==> src/rtl/spi_controller.sv <==
// rtl/spi_controller.sv - SPI mode-0 frame controller for the on-chip register peripheral
//
// Sends one 16-bit frame per accepted request, MSB first: {data[7:0], addr[6:0], rw}.
// SCLK idles low and the peripheral samples copi on the rising edge.
//
// Optional build macro: SPI_CTRL_QUEUE_EN
//   defined   - one-entry request holding register; a request can be accepted mid-frame
//               and starts back-to-back after the inter-frame gap
//   undefined - no holding register; req_ready only in IDLE
//
// Ports:
//   clk        in   system clock
//   rst_n      in   asynchronous active-low reset
//   req_valid  in   request present
//   req_ready  out  request accepted on the clk edge where req_valid & req_ready
//   req_addr   in   [6:0] register address
//   req_data   in   [7:0] write data
//   req_rw     in   rw bit, 1 = write
//   sclk       out  SPI clock (registered)
//   ncs        out  chip select, active low (registered)
//   copi       out  serial data out (registered)
//   busy       out  high from acceptance until end of the inter-frame gap
//   done       out  one-cycle pulse in the cycle ncs returns high

module spi_controller #(
    parameter int CLK_DIV  = 4,
    parameter int CS_SETUP = 2,
    parameter int CS_HOLD  = 2,
    parameter int IDLE_GAP = 2
) (
    input  logic       clk,
    input  logic       rst_n,
    input  logic       req_valid,
    output logic       req_ready,
    input  logic [6:0] req_addr,
    input  logic [7:0] req_data,
    input  logic       req_rw,
    output logic       sclk,
    output logic       ncs,
    output logic       copi,
    output logic       busy,
    output logic       done
);

    localparam int MAX_A = (CLK_DIV > CS_SETUP) ? CLK_DIV : CS_SETUP;
    localparam int MAX_B = (CS_HOLD > IDLE_GAP) ? CS_HOLD : IDLE_GAP;
    localparam int MAX_P = (MAX_A > MAX_B) ? MAX_A : MAX_B;
    // The phase counter runs 0..P-1, so $clog2(P) bits hold its largest value.
    localparam int CW    = (MAX_P > 1) ? $clog2(MAX_P) : 1;

    localparam logic [CW-1:0] DIV_LAST   = CW'(CLK_DIV - 1);
    localparam logic [CW-1:0] SETUP_LAST = CW'(CS_SETUP - 1);
    localparam logic [CW-1:0] HOLD_LAST  = CW'(CS_HOLD - 1);
    localparam logic [CW-1:0] GAP_LAST   = (IDLE_GAP > 0) ? CW'(IDLE_GAP - 1) : '0;

    typedef enum logic [2:0] {
        ST_IDLE,
        ST_SETUP,
        ST_SHIFT,
        ST_HOLD,
        ST_GAP
    } state_t;

    state_t        state, state_d;
    logic [CW-1:0] cnt, cnt_d;
    logic [3:0]    bit_cnt, bit_cnt_d;
    logic [15:0]   shreg, shreg_d;
    logic          sclk_q, sclk_d;
    logic          ncs_q, ncs_d;
    logic          copi_q, copi_d;
    logic          busy_q, busy_d;
    logic          done_q, done_d;
    // Holds req_ready low while in reset and for the first edge after release.
    logic          rst_done;

    logic [15:0]   frame_in;
    logic [15:0]   launch_frame;
    logic          launch;
    logic          accept;

`ifdef SPI_CTRL_QUEUE_EN
    logic          hold_full, hold_full_d;
    logic [15:0]   hold_frame, hold_frame_d;

    assign req_ready = rst_done & ~hold_full;
`else
    assign req_ready = rst_done & (state == ST_IDLE);
`endif

    assign frame_in = {req_data, req_addr, req_rw};
    assign accept   = req_valid & req_ready;

    always_comb begin
        state_d      = state;
        cnt_d        = cnt;
        bit_cnt_d    = bit_cnt;
        shreg_d      = shreg;
        sclk_d       = sclk_q;
        ncs_d        = ncs_q;
        copi_d       = copi_q;
        busy_d       = busy_q;
        done_d       = 1'b0;
        launch       = 1'b0;
        launch_frame = frame_in;
`ifdef SPI_CTRL_QUEUE_EN
        hold_full_d  = hold_full;
        hold_frame_d = hold_frame;
`endif

        case (state)
            ST_IDLE: begin
`ifdef SPI_CTRL_QUEUE_EN
                if (hold_full) begin
                    launch       = 1'b1;
                    launch_frame = hold_frame;
                    hold_full_d  = 1'b0;
                end else if (accept) begin
                    launch = 1'b1;
                end
`else
                if (accept) begin
                    launch = 1'b1;
                end
`endif
            end

            ST_SETUP: begin
                if (cnt == SETUP_LAST) begin
                    state_d = ST_SHIFT;
                    cnt_d   = '0;
                    sclk_d  = 1'b1;
                end else begin
                    cnt_d = cnt + 1'b1;
                end
            end

            ST_SHIFT: begin
                if (cnt == DIV_LAST) begin
                    cnt_d = '0;
                    if (sclk_q) begin
                        // Falling edge: present the next bit, except after the 16th
                        // bit where copi keeps frame[0] through HOLD.
                        sclk_d = 1'b0;
                        if (bit_cnt != 4'd15) begin
                            shreg_d = {shreg[14:0], 1'b0};
                            copi_d  = shreg[14];
                        end
                    end else if (bit_cnt == 4'd15) begin
                        state_d = ST_HOLD;
                    end else begin
                        bit_cnt_d = bit_cnt + 1'b1;
                        sclk_d    = 1'b1;
                    end
                end else begin
                    cnt_d = cnt + 1'b1;
                end
            end

            ST_HOLD: begin
                if (cnt == HOLD_LAST) begin
                    cnt_d  = '0;
                    ncs_d  = 1'b1;
                    copi_d = 1'b0;
                    done_d = 1'b1;
                    if (IDLE_GAP == 0) begin
                        state_d = ST_IDLE;
`ifdef SPI_CTRL_QUEUE_EN
                        busy_d  = hold_full | accept;
`else
                        busy_d  = 1'b0;
`endif
                    end else begin
                        state_d = ST_GAP;
                    end
                end else begin
                    cnt_d = cnt + 1'b1;
                end
            end

            ST_GAP: begin
                if (cnt == GAP_LAST) begin
                    cnt_d = '0;
`ifdef SPI_CTRL_QUEUE_EN
                    if (hold_full) begin
                        launch       = 1'b1;
                        launch_frame = hold_frame;
                        hold_full_d  = 1'b0;
                    end else begin
                        state_d = ST_IDLE;
                        busy_d  = accept;
                    end
`else
                    state_d = ST_IDLE;
                    busy_d  = 1'b0;
`endif
                end else begin
                    cnt_d = cnt + 1'b1;
                end
            end

            default: begin
                state_d = ST_IDLE;
            end
        endcase

        if (launch) begin
            state_d   = ST_SETUP;
            cnt_d     = '0;
            bit_cnt_d = '0;
            shreg_d   = launch_frame;
            ncs_d     = 1'b0;
            sclk_d    = 1'b0;
            copi_d    = launch_frame[15];
            busy_d    = 1'b1;
        end

`ifdef SPI_CTRL_QUEUE_EN
        // An accept that did not launch directly from an empty IDLE goes to the hold slot.
        if (accept && !(state == ST_IDLE && !hold_full)) begin
            hold_full_d  = 1'b1;
            hold_frame_d = frame_in;
        end
`endif
    end

    always_ff @(posedge clk or negedge rst_n) begin
        if (!rst_n) begin
            state    <= ST_IDLE;
            cnt      <= '0;
            bit_cnt  <= '0;
            shreg    <= '0;
            sclk_q   <= 1'b0;
            ncs_q    <= 1'b1;
            copi_q   <= 1'b0;
            busy_q   <= 1'b0;
            done_q   <= 1'b0;
            rst_done <= 1'b0;
        end else begin
            state    <= state_d;
            cnt      <= cnt_d;
            bit_cnt  <= bit_cnt_d;
            shreg    <= shreg_d;
            sclk_q   <= sclk_d;
            ncs_q    <= ncs_d;
            copi_q   <= copi_d;
            busy_q   <= busy_d;
            done_q   <= done_d;
            rst_done <= 1'b1;
        end
    end

`ifdef SPI_CTRL_QUEUE_EN
    always_ff @(posedge clk or negedge rst_n) begin
        if (!rst_n) begin
            hold_full  <= 1'b0;
            hold_frame <= '0;
        end else begin
            hold_full  <= hold_full_d;
            hold_frame <= hold_frame_d;
        end
    end
`endif

    assign sclk = sclk_q;
    assign ncs  = ncs_q;
    assign copi = copi_q;
    assign busy = busy_q;
    assign done = done_q;

endmodule

==> config.mk <==
export PLATFORM = sky130hd
export DESIGN_NAME = spi_controller
export DESIGN_NICKNAME = d
export VERILOG_FILES = /design/src/rtl/spi_controller.sv
export SDC_FILE = /design/constraint.sdc
export NUM_CORES = 1
export LEC_CHECK = 0
export CAP_MARGIN = 20
export CORE_ASPECT_RATIO = 1.75
export CORE_MARGIN = 1.5
export CORE_UTILIZATION = 50
export CTS_BUF_LIST = sky130_fd_sc_hd__clkbuf_8
export CTS_CLUSTER_SIZE = 16
export DETAILED_ROUTE_END_ITERATION = 10
export GPL_TIMING_DRIVEN = 0
export HOLD_SLACK_MARGIN = 0.08
export MAX_ROUTING_LAYER = met4
export PLACE_DENSITY = 0.75
export SYNTH_ARGS = -nofsm -noshare
export SYNTH_HDL_FRONTEND = slang
export SYNTH_SLANG_ARGS = --single-unit
==> constraint.sdc <==
create_clock -name clk -period 2.3 [get_ports clk]
set_clock_uncertainty 0.2 [all_clocks]
set_input_delay 0.23 -clock clk [delete_from_list [all_inputs] [get_ports clk]]
set_output_delay 0.23 -clock clk [all_outputs]
set_load 0.1 [all_outputs]
== Word level (Yosys, flattened, before mapping) ==
Cells that the tools add are included.
Word-level totals
  word-level logic and storage cells: 94
  flip-flop bits (word level): 30
  input bits: 19
Cells by class
  equality and inequality tests: 19
  add/subtract/negate cells: 2
  reductions and logical operators: 19
  multiplexer cells: 42
  bitwise gates (word level): 2
Operators by type and width (count)
  15-bit 2-to-1 mux: 5
  3-bit inequality test (second input constant): 8
  3-bit 2-to-1 mux: 7
  4-bit 2-to-1 mux: 5
  1-bit 2-to-1 mux: 18
  3-bit one-hot mux with 5 select lines: 1
  2-bit nonzero test: 7
  3-bit nonzero test: 3
  4-bit AND reduction: 2
  7-bit AND reduction: 1
  3-bit by 2-bit == test with 1-bit output (second input constant): 2
  2-bit 2-to-1 mux: 3
  5-bit AND reduction: 1
  4-bit by 1-bit adder with 4-bit output (second input constant): 1
  4-bit == test (second input constant): 1
  2-bit inequality test (second input constant): 2
  4-bit inequality test (second input constant): 1
  1-bit one-hot mux with 2 select lines: 2
  2-bit one-hot mux with 2 select lines: 1
  2-bit AND reduction: 2
  3-bit by 1-bit == test with 1-bit output (second input constant): 1
  3-bit == test (second input constant): 1
  3-bit logical NOT: 1
  3-bit AND reduction: 1
  6 further kinds: 7

== Logic depth before layout (Yosys ltp) ==
  depth after elaboration: 7
  depth in mapped cells: 6
  depth with buffers taken out: 6

== Least setup slack after synthesis ==
OpenSTA, ideal clock, no wires.
  path kind: register to output
  from: reg state[0]
  to: out req_ready
  arrival time: 3734 ps
  data required time: 1870 ps
  cell stages (with the launch flop): 3
  buffers on the path: 1
  slack: -1864 ps
  cells stage by stage: dfrtp_1 > buf_2 > nor4b_1
On the way
  cells in the longest elaborated chain, start to end: 2
RTL lines
  start: declaration: line 64  | state_t state, state_d;
  start signal: assignment: line 239  | state <= state_d;
  3-bit logical NOT: line 87  | assign req_ready = rst_done & (state == ST_IDLE);
  1-bit AND: line 87
  end: declaration: line 34  | output logic req_ready,
Every way passes these cells.

== Worst setup path in the final report ==
  from: reg busy_q (netlist: busy)
  to: out busy
RTL lines
  start: declaration: line 71  | logic busy_q, busy_d;
  start signal: assignment: line 246  | busy_q <= busy_d;
  end: declaration: line 41  | output logic busy,
No word-level cell between the ends.

==> out/metrics.csv <==
metric,value,unit
fillCellCount,248,
ys_async_sr_fraction,1.000,
gr-usage-all-layers,0.2189,
crit_family,buffers and inverters,
fmax,448.2,MHz
die_x,45.21,um
drv_slew,0,
critPathRequiredTime,1.87,ns
die_h,76.87,um
vias,1202,
crit_type,register to output pin,
antenna_found_initial,0,
viasPerCell,5.272,
cts_setup_buffers,0,
path_max_fanout,3,
grt_pass1_vias,1219,
io_buffers,24,
overflow,0,
grt_setup_unrepaired,false,
crit_path_start_kind,register,
place_area,1894,um2
final_util,0.6703,
final_cell_area,1984,um2
synth_cell_types,36,
detail_route.wl_per_cell,13.24,um
grt_pass1_wl,5444,um
dr.pass1.iters,4,
syn2layout_area_growth,27.29,%
drtIter0Drc,35,
vdd_drop_max,0.6634,mV
yosysSeqAreaShare,0.4823,
core,2960,um2
antenna_cells,0,
drive_gt1_frac,0.1344,
final_cells,228,
num_rows,26,
synth_top_area_cell,dfrtp_1,
setup_viol,0,
synth.area.top_cells,"dfrtp_1 47%, mux2i_1 10%, nand2_1 5.5%",
outcome,"complete, no violations",
ant_nets,0,
slowest_stage,clkdlybuf4s50_1,
worstSetupEndpointType,output pin,
worst_skew_pair.late_latency,0.29,ns
yosys_warnings,0,
cp_slowest_stage_delay,1.14,ns
synth_commonest_cells,"29 x dfrtp_1, 23 x nand2_1, 16 x mux2i_1",
finalCritPeriodShare,0.9700,
netlist.area_leader.share,0.4655,
cap_viol_max_count,0,
power.density,1201,nW/um2
fin_nets,208,
dpl.hpwl,2261,um
cp_cell_sequence,clkdlybuf4s50_1,
synth_most_common_cell,dfrtp_1,
tritoncts,done,
hold_ws,0.1199,ns
synth-edff-count,0,
cts_hold_buf,0,
critPathBufInv,1,
period_minus_slack,2.231,ns
worstPathArrival,1.80,ns
dp_cells,220,
routed_wirelength,3019,um
postSynthCellCount,153,
dieArea,3475,um2
clk_pin_slew_worst_paths,0.07,ns
ys_ff_latch,30,
io_pins,25,
grt_max_degree,21,
min-delay-path-class,primary input to async pin,
clock_sinks,30,
synth_nets,176,
r2r.worst_path.cells,5,
p_total,2383,uW
gp_congestion,0.8177,
numCtsBuffers,5,
cts_root_buf,clkbuf_8,
synth_area,1559,um2
ys.flop_type,dfrtp_1,
leakagePower,0.0009357,uW
crit_cells,1,
hold_violations,0,
cts_max_level,2,
start_util,0.5266,
drc,0,
maxSlewHeadroom,0.3576,
syn_area_per_cell,10.19,um2
tightest_slew,0.9606,ns
clockBufferDepth,2,
repair_timing:
item,in CTS,in global routing
endpoints found under the setup margin,3,0
endpoints found under the hold margin,0,0
gates resized for setup,5,0
power by group:
group          switching [uW]  internal [uW]
Combinational             658            419
Sequential                139            733
Clock                     198            236
Total                     995           1390
state kept, by name (all words and copies together) (netlist names):
signal	count
done	1
busy	1
rst_done	1
shreg	15
sclk	1
bit_cnt	4
cnt	2
ncs	1
copi	1
state	3
through the flow:
| stage | TNS [ns] | setup slack (ns) |
|---|---|---|
| after CTS | 0 | 0.06016 |
| final | 0 | 0.06909 |
| after detailed placement | -0.1639 | -0.1639 |
| after global routing | 0 | 0.03030 |
| after global placement | -0.1434 | -0.1434 |
| after floorplan | 0 | 0.1828 |
cells by family (layout without fill, tap and decap cells):
family | after synthesis | after routing | synth area share
compound gates | 30 | 30 | 0.1108
mux | 18 | 18 | 0.1172
flops | 30 | 30 | 0.4823
xor+xnor | 3 | 3 | 0.01686
simple gates | 55 | 55 | 0.1966
buf+inv | 12 | 45 | 0.04173
other cells | 1 | 1 | 0.002405
fa+ha+maj | 4 | 4 | 0.03210
per-layer routing:
layer,part of all wire,vias up,GRT usage
li1,-,593,-
met1,0.41,571,0.2446
met2,0.54,31,0.3443
met3,0.031,7,0.05412
met4,0.026,0,0.1176
met5,0,-,-
final timing paths:
path / startpoint / end / slack, ns
setup / recovery: busy$_DFFE_PN0P_ / busy / 0.07
hold / removal: rst_n / cnt[0]$_DFFE_PN0P_ / 0.12
setup reg to reg: bit_cnt[0]$_DFFE_PN0P_ / copi$_DFFE_PN0P_ / 0.24
hold reg to reg: ncs$_DFFE_PN1P_ / ncs$_DFFE_PN1P_ / 0.30
max in group asynchronous: rst_n / ncs$_DFFE_PN1P_ / 1.20
min in group clk: req_data[2] / shreg[10]$_DFFE_PN0P_ / 0.28
placed cells by master (no fill, tap or decap), drive strengths merged, types with 2 or more instances in the layout:
| master | netlist | final |
|---|---|---|
| clkdlybuf4s50 | 0 | 21 |
| a221oi | 2 | 2 |
| nand2b | 3 | 3 |
| mux2i | 16 | 16 |
| ha | 4 | 4 |
| buf | 7 | 8 |
| o21ai | 18 | 18 |
| nor2b | 3 | 3 |
| nand2 | 23 | 23 |
| nor2 | 9 | 9 |
| nor3b | 2 | 2 |
| mux2 | 2 | 2 |
| a21oi | 5 | 5 |
| inv | 4 | 5 |
| nand3 | 4 | 4 |
| nand3b | 3 | 3 |
| clkbuf | 1 | 7 |
| nand4 | 4 | 4 |
| dfrtp | 29 | 29 |
| xor2 | 3 | 3 |
| dlygate4sd2 | 0 | 2 |
final cells by class:
type | instances | area (um2) | area share
multi-input combinational | 111 | 757.0 | 0.3815
clock buffer | 6 | 82.58 | 0.04161
sequential | 30 | 752.0 | 0.3789
inverter | 4 | 15.01 | 0.007566
tap | 42 | 52.55 | 0.02648
clock inverter | 2 | 8.758 | 0.004414
buffer | 8 | 50.05 | 0.02522
timing repair buffer | 25 | 266.5 | 0.1343
Power figures use the tool's default switching activity.
